==> src/rtl/galaxian_dl_sequencer.sv <==
// ROM download sequencer for the Galaxian core: decodes data_io bytes into
// region write strobes, validates the image length and owns the core reset.
module galaxian_dl_sequencer #(
  parameter logic [15:0] IMAGE_SIZE  = 16'h6020,
  parameter logic [7:0]  ROM_INDEX   = 8'd0,
  parameter int unsigned HOLD_CYCLES = 16
) (
  input  logic        clk_sys,
  input  logic        reset,
  input  logic        ioctl_downl,
  input  logic [7:0]  ioctl_index,
  input  logic        ioctl_wr,
  input  logic [24:0] ioctl_addr,
  input  logic [7:0]  ioctl_dout,
  input  logic        user_reset,
  output logic        core_reset,
  output logic [15:0] dl_addr,
  output logic [7:0]  dl_data,
  output logic        pgm_we,
  output logic        rom1k_we,
  output logic        rom1h_we,
  output logic        prom_we,
  output logic        rom_loaded,
  output logic        load_error
);

  // state | meaning
  // IDLE  | no image yet, core held in reset
  // LOAD  | accepting ioctl bytes, core held in reset
  // HOLD  | settle countdown before releasing the core
  // RUN   | core running
  // FAIL  | last download invalid, core held until next valid download

  localparam logic [15:0] HOLD_LOAD = 16'(HOLD_CYCLES - 1);
  localparam logic [16:0] CNT_FULL  = {1'b0, IMAGE_SIZE};
  localparam logic [16:0] CNT_MAX   = '1;
  localparam logic [15:0] PGM_END   = 16'h4000;
  localparam logic [15:0] ROM1K_END = 16'h5000;
  localparam logic [15:0] ROM1H_END = 16'h6000;

  typedef enum logic [2:0] {
    ST_IDLE,
    ST_LOAD,
    ST_HOLD,
    ST_RUN,
    ST_FAIL
  } state_t;

  state_t      state_q, state_d;
  logic        downl_q, downl_d;
  logic [16:0] cnt_q, cnt_d;
  logic        err_q, err_d;
  logic [15:0] hold_q, hold_d;
  logic [15:0] addr_q, addr_d;
  logic [7:0]  data_q, data_d;
  logic [3:0]  we_q, we_d;
  logic        loaded_q, loaded_d;
  logic        load_error_q, load_error_d;

  logic        dl_start;
  logic        dl_end;
  logic        byte_wr;
  logic        addr_in_range;
  logic [3:0]  region;

  // Region decode: bit0 PGM, bit1 1K, bit2 1H, bit3 6L PROM.
  always_comb begin
    dl_start      = ioctl_downl && !downl_q && (ioctl_index == ROM_INDEX);
    dl_end        = !ioctl_downl && downl_q;
    byte_wr       = (state_q == ST_LOAD) && ioctl_wr;
    addr_in_range = (ioctl_addr[24:16] == 9'd0) && (ioctl_addr[15:0] < IMAGE_SIZE);
    region        = 4'b0000;
    if (addr_in_range) begin
      if (ioctl_addr[15:0] < PGM_END) begin
        region = 4'b0001;
      end else if (ioctl_addr[15:0] < ROM1K_END) begin
        region = 4'b0010;
      end else if (ioctl_addr[15:0] < ROM1H_END) begin
        region = 4'b0100;
      end else begin
        region = 4'b1000;
      end
    end
  end

  always_comb begin
    state_d      = state_q;
    downl_d      = ioctl_downl;
    cnt_d        = cnt_q;
    err_d        = err_q;
    hold_d       = hold_q;
    addr_d       = addr_q;
    data_d       = data_q;
    we_d         = 4'b0000;
    loaded_d     = loaded_q;
    load_error_d = load_error_q;

    case (state_q)
      ST_LOAD: begin
        if (byte_wr) begin
          addr_d = ioctl_addr[15:0];
          data_d = ioctl_dout;
          if (addr_in_range) begin
            we_d = region;
            if (cnt_q != CNT_MAX) begin
              cnt_d = cnt_q + 17'd1;
            end
          end else begin
            err_d = 1'b1;
          end
        end
        // The verdict uses the updated count/error so a final byte that
        // coincides with the falling edge is included.
        if (dl_end) begin
          if ((cnt_d == CNT_FULL) && !err_d) begin
            state_d = ST_HOLD;
            hold_d  = HOLD_LOAD;
          end else begin
            state_d      = ST_FAIL;
            load_error_d = 1'b1;
          end
        end
      end
      ST_HOLD: begin
        if (user_reset) begin
          hold_d = HOLD_LOAD;
        end else if (hold_q == 16'd0) begin
          state_d  = ST_RUN;
          loaded_d = 1'b1;
        end else begin
          hold_d = hold_q - 16'd1;
        end
      end
      ST_RUN: begin
        if (user_reset) begin
          state_d = ST_HOLD;
          hold_d  = HOLD_LOAD;
        end
      end
      default: begin
      end
    endcase

    // A valid download start wins from any state.
    if (dl_start) begin
      state_d      = ST_LOAD;
      cnt_d        = 17'd0;
      err_d        = 1'b0;
      loaded_d     = 1'b0;
      load_error_d = 1'b0;
    end
  end

  always_ff @(posedge clk_sys) begin
    if (reset) begin
      state_q      <= ST_IDLE;
      downl_q      <= 1'b0;
      cnt_q        <= 17'd0;
      err_q        <= 1'b0;
      hold_q       <= 16'd0;
      addr_q       <= 16'd0;
      data_q       <= 8'd0;
      we_q         <= 4'b0000;
      loaded_q     <= 1'b0;
      load_error_q <= 1'b0;
    end else begin
      state_q      <= state_d;
      downl_q      <= downl_d;
      cnt_q        <= cnt_d;
      err_q        <= err_d;
      hold_q       <= hold_d;
      addr_q       <= addr_d;
      data_q       <= data_d;
      we_q         <= we_d;
      loaded_q     <= loaded_d;
      load_error_q <= load_error_d;
    end
  end

  assign core_reset = (state_q != ST_RUN);
  assign dl_addr    = addr_q;
  assign dl_data    = data_q;
  assign pgm_we     = we_q[0];
  assign rom1k_we   = we_q[1];
  assign rom1h_we   = we_q[2];
  assign prom_we    = we_q[3];
  assign rom_loaded = loaded_q;
  assign load_error = load_error_q;

endmodule
==> config.mk <==
export PLATFORM = sky130hd
export DESIGN_NAME = galaxian_dl_sequencer
export DESIGN_NICKNAME = d
export VERILOG_FILES = /design/src/rtl/galaxian_dl_sequencer.sv
export SDC_FILE = /design/constraint.sdc
export NUM_CORES = 1
export LEC_CHECK = 0
export CORE_MARGIN = 2
export CORE_UTILIZATION = 25
export CTS_CLUSTER_DIAMETER = 150
export DETAILED_ROUTE_END_ITERATION = 6
export GPL_ROUTABILITY_DRIVEN = 0
export PLACE_DENSITY = 0.5
export SLEW_MARGIN = 30
export SYNTH_ARGS = -nofsm -noshare
export SYNTH_HDL_FRONTEND = slang
export SYNTH_SLANG_ARGS = --single-unit
==> constraint.sdc <==
create_clock -name clk_sys -period 2.9 [get_ports clk_sys]
set_clock_uncertainty 0.1 [all_clocks]
set_input_delay 0.58 -clock clk_sys [delete_from_list [all_inputs] [get_ports clk_sys]]
set_output_delay 0.58 -clock clk_sys [all_outputs]
set_load 0.1 [all_outputs]
# Word level (Yosys, flattened, before mapping)
# Index checks and enable logic that the tools add are counted.
# totals
input_bits,46
regBits,68
out_inout_bits,31
# op_classes
n_eq_ne,16
mux,23
bitwise_logic,5
addsub,2
reduce_logical,24
magnitude_cmp,4
# op_table
op,n
2-to-1 mux 16 bit,5
2-to-1 mux 17 bit,4
< comparator 16 x 15 -> 1 bit (second input constant),4
one-hot mux 16 bit (3 select lines),1
adder 17 x 1 -> 17 bit (second input constant),1
equality test 17 x 15 -> 1 bit (second input constant),1
inequality test 17 bit (second input constant),1
logical NOT 16 bit,1
subtractor 16 x 1 -> 16 bit (second input constant),1
2-to-1 mux 3 bit,5
inequality test 3 bit (second input constant),5
AND reduction 5 bit,3
logical NOT 9 bit,1
one-hot mux 3 bit (3 select lines),1
logical NOT 8 bit,1
inequality test 2 bit (second input constant),4
equality test 3 x 2 -> 1 bit (second input constant),2
logical AND 1 bit,6
AND reduction 3 bit,2
OR reduction 6 bit,1
2-to-1 mux 1 bit,5
NOT 1 bit,5
OR reduction 5 bit,1
2-to-1 mux 4 bit,1
other kinds (10),12

# Depth between registers and ports, before layout
# Gate-level depths: netlist (run 1).
# logic_depth
ltp_word,11
ltp_mapped,11

# Worst setup path before layout (run 1)
# OpenSTA, ideal clock, no wires.
# synth_timing
kind,in2reg
from,input ioctl_addr[23]
to,register hold_q[10]
arrival_time_ns,2.636
n_path_buf,1
t_required_ns,2.663
cell_stages,9
slack_ns,0.027
setup_ns,0.137
path_cell_list,nor4_1 > nand4_4 > a2111oi_4 > mux2_4 > nor3_2 > nand4_4 > nand2_4 > buf_6 > a311oi_2
# synth_via
elab_chain_cells,9
word_cells_on_any_way,13
# synth_rtl
item,line_no,rtl
start: declaration,13,"input logic [24:0] ioctl_addr,"
logical NOT 9 bit (*),71,addr_in_range = (ioctl_addr[24:16] == 9'd0) && (ioctl_addr[15:0] < IMAGE_SIZE);
logical AND 1 bit (*),71,
2-to-1 mux 17 bit / 2-to-1 mux 1 bit (equally long branches),103,if (addr_in_range) begin
2-to-1 mux 17 bit / 2-to-1 mux 1 bit (equally long branches),100,if (byte_wr) begin
2-to-1 mux 17 bit / 2-to-1 mux 1 bit (equally long branches),98,case (state_q)
equality test 17 x 15 -> 1 bit / logical NOT 1 bit (equally long branches),115,if ((cnt_d == CNT_FULL) && !err_d) begin
logical AND 1 bit (*),115,
inequality test 2 x 1 -> 1 bit (no source line) (*),--,
AND reduction 5 bit (no source line) (*),--,
end signal: assignment,171,hold_q <= hold_d;
end: declaration,53,"logic [15:0] hold_q, hold_d;"
# Every way passes the cells marked *; elsewhere a longest branch is shown, timed or not. The select of a mux whose other input is x is not followed.
# A chain may end at the register's enable or synchronous reset.

# Worst setup path after layout (run 1)
# layout_timing
from,input ioctl_addr[8]
to,register hold_q[1]
# layout_via
elab_chain_cells,9
word_cells_on_any_way,13
# layout_rtl
item,line_no
< comparator 16 x 15 -> 1 bit (*),71
logical AND 1 bit (*),71
2-to-1 mux 17 bit / 2-to-1 mux 1 bit (equally long branches),103
2-to-1 mux 17 bit / 2-to-1 mux 1 bit (equally long branches),100
2-to-1 mux 17 bit / 2-to-1 mux 1 bit (equally long branches),98
equality test 17 x 15 -> 1 bit / logical NOT 1 bit (equally long branches),115
logical AND 1 bit (*),115
inequality test 2 x 1 -> 1 bit (no source line) (*),--
AND reduction 5 bit (no source line) (*),--
# Marks and branches as above.

==> flow_metrics.py, run 1 <==
metrics = {
    "run_status": {
        "run_status": "complete, but fails checks",
        "violations": "design-rule violations",
    },
    "job": {
        "drv_cap": 0,
    },
    "sta": {
        "layout_min_cycle_time_ps": 2805,
        "hold_violations": 0,
        "worst_pin_slew_ps": 684.5,
        "period_share_pct": 96.71,
        "slew-limit-headroom_pct": 54.37,
        "drv_slew": 0,
        "setup_viol_count_final": 0,
        "rsz0062_at_grt": "true",
        "tns_ps": 0,
        "clock.fmax_mhz": 356.6,
        "setup_ws_ps": 95.44,
    },
    "worst_setup_path": {
        "worst_setup_path_end_kind": "register",
        "crit_chain": "dlygate4sd2_1, nor4_2, buf_4, a211oi_4, or4_4, o211ai_1, buf_4, a311oi_2, and3_4, o211ai_1, o31ai_2",
        "crit_arrival_ps": 2910,
        "reg2reg_from": "cnt_q[0]$_SDFFE_PP0P_",
        "crit_slowest_cell": "or4_4",
        "path_class": "input port to register",
        "rrSetupSlack_ps": 140,
        "startpoint_type": "input port",
        "crit_fanout": 6,
        "required_ps": 3010,
        "critPathMaxStageDelay_ps": 570,
        "reg2reg_depth": 11,
        "worstReg2RegEnd": "state_q[2]$_SDFFE_PP0P_",
    },
    "synth": {
        "synth_top_family_by_area": "simple AND/OR/NAND/NOR gates",
        "synth_compound_area_share_pct": 17.34,
        "synth_area_sq_mm": 0.003413,
        "synth_async_sr_flop_share_pct": 0,
        "synth.area.mux_share_pct": 0.7331,
        "synth.avg_cell_area_sq_um": 8.285,
        "synth-seq-cells": 68,
        "yosysSeqAreaShare_pct": 39.88,
        "synthXorXnorAreaFrac_pct": 4.362,
        "syn-num-nets": 460,
        "synth.top_cells.by_count": "nand2_1, dfxtp_1, nor2_1",
        "synth_cells": 412,
        "yosysTopAreaCell": "dfxtp_1",
        "synth_top_area_share_pct": 39.88,
        "ys_top_cells_by_area": "dfxtp_1, nand2_1, nor2_1",
        "synth_adder_area_share_pct": 0.7331,
        "ys.flop_type": "dfxtp_1",
        "yosys_warnings": 0,
        "synth.most_common_cell": "nand2_1",
        "synthSimpleGateAreaFrac_pct": 33.94,
        "synth_edf_count": 0,
        "synth_cell_types": 60,
    },
    "global_routing": {
        "grt_pass1_wl_mm": 16.61,
        "antenna_found_initial": 0,
        "track_usage_pct": 14.19,
        "grt_max_degree": 33,
        "grt_pass1_vias": 3438,
        "grt-ovfl-total": 0,
    },
    "die": {
        "ios": 77,
        "fp.dieArea_sq_mm": 0.01460,
        "die_x_um": 120.8,
        "fp.dieH_um": 120.8,
        "row_count": 42,
        "core-area_sq_mm": 0.01330,
        "start_util_pct": 25.67,
    },
    "drt": {
        "drtAntennaViolNets": 0,
        "firstDrtPassIters": 7,
        "routed_via_density": 4.752,
        "post_drt_wl_per_cell_um": 13.73,
        "drc": 1,
        "routed_wirelength_mm": 10.09,
        "via_count": 3493,
        "drtIter0Drc": 210,
    },
    "power_and_ir_drop": {
        "power.total_mw": 2.175,
        "cellPowerDensity_mw_per_mm2": 413.3,
        "max-vdd-ir-drop_mv": 0.2430,
        "power_leakage_nw": 2.085,
    },
    "layout": {
        "nFillCells": 1345,
        "drive_gt1_share_pct": 29.87,
        "area_delta_synth_final_pct": 54.22,
        "antennaDiodeCount": 0,
        "fin_cells": 735,
        "fin_nets": 602,
    },
    "placement": {
        "dp.cells": 707,
        "io_buffers": 76,
        "hpwl_mm": 7.290,
        "pre_cts_ws_ps": -577.8,
    },
    "cts": {
        "h-tree-depth": 3,
        "cts.sink_count": 68,
        "cts_tree": "yes",
        "cts-root-buf": "clkbuf_16",
        "clkLatencyLatePin_ps": 340,
        "cts_buffer_depth": 2,
        "cts-buffers-inserted": 9,
        "path_clk_slew_ps": 60,
    },
    "min_path": {
        "hold_path_end": "dl_addr[10]$_SDFFE_PP0P_",
        "hold_depth": 2,
        "worstHoldPathType": "register to register",
        "min_from": "dl_addr[10]$_SDFFE_PP0P_",
    },
}
## worst max path at each step
stage	start	end	slack (ps)	depth (start not counted)
2_1_floorplan	ioctl_addr[23]	hold_q[10]$_SDFFE_PP0P_	30	9
3_3_place_gp	ioctl_addr[5]	state_q[2]$_SDFFE_PP0P_	-520	12
3_5_place_dp	ioctl_addr[5]	state_q[2]$_SDFFE_PP0P_	-580	12
4_1_cts	ioctl_addr[13]	state_q[2]$_SDFFE_PP0P_	7	11
5_1_grt	ioctl_addr[21]	state_q[2]$_SDFFE_PP0P_	-20	11
6_report	ioctl_addr[8]	hold_q[1]$_SDFFE_PP0P_	100	11
## placed cells by master (no fill, tap or decap), types with 7 or more instances in the layout
cell type        count
buf_4               97
nand2_1             78
dfxtp_1             66
nor2_1              47
a21oi_1             35
clkdlybuf4s50_1     25
nand3_1             16
nor3_1              14
xor2_1              10
nand4_1              9
clkbuf_16            9
dlymetal6s2s_1       9
dlygate4sd2_1        8
nor2b_1              7
or3_1                7
a311oi_2             7
## stage by stage
stage               area [sq um]  hold slack [ps]  util [%]
global placement            4682            346.4     35.22
global route                5264            375.4     39.59
finish                      5264            354.3     39.59
floorplan                   3413            333.5         -
detailed placement          4682            348.8     35.22
CTS                         5135            357.5     38.62
## timing repair
| action | CTS | global route |
|---|---|---|
| resized for setup | 33 | 23 |
| endpoints found under the setup margin | 20 | 20 |
| hold buffers | 0 | 0 |
| pin swaps | 20 | 18 |
| setup buffers | 6 | 7 |
## critical path: cells and delay by family
kind | cells | cell delay, ps
AOI/OAI and AO/OA | 5 | 690
buffers and inverters | 3 | 570
and+or+nand+nor | 3 | 1060
## cell type report
class | instances | area (sq um) | area share [%]
inverters | 6 | 22.52 | 0.4279
clock inverters | 7 | 82.58 | 1.569
multi-input cells | 321 | 2101 | 39.91
repair buffers | 148 | 1249 | 23.72
clock buffers | 9 | 225.2 | 4.279
flip-flops and latches | 68 | 1364 | 25.91
well taps | 176 | 220.2 | 4.183
## routing by layer
| layer | GRT usage (%) | share of wire, % | vias to the layer above |
|---|---|---|---|
| met5 | 0 | 0 | - |
| met4 | 5.887 | 1.7 | 0 |
| met3 | 2.547 | 4.4 | 10 |
| met2 | 23.31 | 46 | 92 |
| met1 | 18.25 | 48 | 1632 |
| li1 | - | - | 1759 |
## kinds of logic (layout without fill, tap and decap cells)
family          Yosys count  count (layout)
simple gates            224             224
compound gates           76              76
flops                    68              68
buf+inv                  23             170
xor+xnor                 17              17
fa+ha+maj                 2               2
mux                       2               2
## power by group
| group | leakage [nW] | internal [mW] | switching (mW) |
|---|---|---|---|
| logic | 1.39 | 0.0652 | 0.0477 |
| clock network | 0.151 | 0.677 | 0.450 |
| registers | 0.549 | 0.935 | 0.000594 |
| total | 2.08 | 1.68 | 0.498 |
## state kept, by name (all words and copies together) (netlist names)
register	count
state_q	3
rom_loaded	1
load_error	1
downl_q	1
dl_data	8
we_q	4
dl_addr	16
hold_q	16
cnt_q	17
err_q	1
Note: power is estimated with default switching activity, not from simulation.
==> run 2: changes to the inputs <==
MAX_ROUTING_LAYER = met4   (was default)
SETUP_SLACK_MARGIN = 0.4   (was default)
==> flow_metrics.py, run 2 (synthesized netlist as in run 1, its figures left out) <==
metrics = {
    "run_status": {
        "run_status": "finished, final reports clean",
    },
    "drt": {
        "via_count": 3424,
        "drtAntennaViolNets": 0,
        "drtIter0Drc": 212,
        "routed_via_density": 4.756,
        "routed_wirelength_mm": 10.01,
        "firstDrtPassIters": 4,
        "drc": 0,
        "post_drt_wl_per_cell_um": 13.91,
    },
    "placement": {
        "hpwl_mm": 7.157,
        "io_buffers": 76,
    },
    "min_path": {
        "hold_path_end": "dl_addr[2]$_SDFFE_PP0P_",
        "worstHoldPathType": "register to register",
        "hold_depth": 2,
        "min_from": "dl_addr[2]$_SDFFE_PP0P_",
    },
    "global_routing": {
        "antenna_found_initial": 0,
        "grt_pass1_vias": 3382,
        "grt-ovfl-total": 0,
        "track_usage_pct": 14.52,
        "grt_pass1_wl_mm": 16.38,
        "grt_max_degree": 28,
    },
    "sta": {
        "drv_slew": 0,
        "layout_min_cycle_time_ps": 2653,
        "setup_viol_count_final": 0,
        "tns_ps": 0,
        "whs_ps": 355.5,
        "period_share_pct": 91.47,
        "worst_pin_slew_ps": 498.8,
        "hold_violations": 0,
        "slew-limit-headroom_pct": 66.47,
        "rsz0062_at_grt": "true",
        "clock.fmax_mhz": 377.0,
    },
    "power_and_ir_drop": {
        "max-vdd-ir-drop_mv": 0.2515,
        "cellPowerDensity_mw_per_mm2": 421.9,
        "power_leakage_nw": 1.981,
        "power.total_mw": 2.193,
    },
    "layout": {
        "antennaDiodeCount": 0,
        "fin_nets": 587,
        "regMostFlops": "cnt_q",
        "layout_common_cells": "nand2_1, buf_4, dfxtp_1",
        "area_delta_synth_final_pct": 52.27,
        "largest_reg_flops": 17,
        "drive_gt1_share_pct": 33.09,
    },
    "die": {
        "row_count": 42,
        "die_x_um": 120.8,
        "fp.dieH_um": 120.8,
        "core-area_sq_mm": 0.01330,
        "ios": 77,
        "fp.dieArea_sq_mm": 0.01460,
        "start_util_pct": 25.67,
    },
    "worst_setup_path": {
        "reg2reg_from": "cnt_q[1]$_SDFFE_PP0P_",
        "worst-path-buf-inv": 1,
        "crit_arrival_ps": 2770,
        "path_class": "register to register",
        "path_delay_family": "simple AND/OR/NAND/NOR gates",
        "critPathMaxStageDelay_ps": 460,
        "crit_fanout": 6,
        "crit_chain": "buf_6, nand4_1, or4_4, a2111oi_4, mux2_4, nor3_4, nand4_4, nand2_4, o211ai_1",
        "worstReg2RegEnd": "hold_q[14]$_SDFFE_PP0P_",
        "worst_setup_path_end_kind": "register",
        "startpoint_type": "register",
        "rrSetupSlack_ps": 250,
        "reg2reg_depth": 9,
        "crit_slowest_cell": "or4_4",
        "required_ps": 3020,
    },
    "cts": {
        "h-tree-depth": 3,
        "cts-root-buf": "clkbuf_16",
        "cts-buffers-inserted": 9,
        "cts.sink_count": 68,
        "cts_buffer_depth": 2,
        "cts_tree": "yes",
        "clkLatencyLatePin_ps": 340,
        "path_clk_slew_ps": 60,
    },
    "job": {
        "drv_cap": 0,
    },
}
-- run 2: final cells by class --
class                   instances  area, sq um
flip-flops and latches         68         1379
multi-input cells             322         2176
well taps                     176        220.2
clock inverters                 7        82.58
repair buffers                132         1092
inverters                       6        22.52
fillers                      1339         8098
clock buffers                   9        225.2
-- run 2: per-stage QoR --
step                      instances  setup slack, ps  cell area (sq um)  util, %
after global placement          691           -416.2               4642    34.91
after global routing            720            109.5               5197    39.09
after detailed placement        691           -444.3               4642    34.91
after CTS                       717            232.6               5142    38.68
after floorplan                 412            173.5               3481        -
final                           720            247.3               5197    39.09
-- run 2: worst max path at each step --
stage,startpoint,endpoint,slack (ps),depth (start not counted)
2_1_floorplan,ioctl_addr[18],state_q[2]$_SDFFE_PP0P_,170,8
6_report,cnt_q[1]$_SDFFE_PP0P_,hold_q[14]$_SDFFE_PP0P_,250,9
3_3_place_gp,ioctl_addr[18],state_q[2]$_SDFFE_PP0P_,-420,10
3_5_place_dp,ioctl_addr[5],hold_q[1]$_SDFFE_PP0P_,-440,11
5_1_grt,cnt_q[0]$_SDFFE_PP0P_,hold_q[5]$_SDFFE_PP0P_,110,13
4_1_cts,cnt_q[1]$_SDFFE_PP0P_,hold_q[11]$_SDFFE_PP0P_,230,9
-- run 2: worst register-to-register path, stage by stage, from the launching register on --
cell and delay [ps]:
dfxtp_2 360, buf_6 100, nand4_1 120, or4_4 460, a2111oi_4 340, mux2_4 370
nor3_4 200, nand4_4 220, nand2_4 190, o211ai_1 90
-- run 2: what timing repair did --
item / 4_1_cts / 5_1_grt
resized for setup: 86 / 22
buffers inserted: 9 / 3
gates cloned: 1 / 0
hold buffers: 0 / 0
pin swaps: 32 / 19
setup endpoints to repair: 24 / 22
-- run 2: per-layer routing --
layer,track usage (%),vias up,share of wire (%)
met3,3.066,15,4.3
met2,23.03,77,46
li1,-,1728,-
met5,-,-,0
met1,18.06,1604,48
met4,5.669,0,2.0
-- run 2: report_power, final --
group          leakage [nW]  total [mW]  switching (mW)  internal [mW]
Clock                 0.145        1.15           0.466          0.681
Sequential            0.553       0.933        0.000596          0.933
Combinational          1.28       0.112          0.0505         0.0616
Total                  1.98        2.19           0.517           1.68
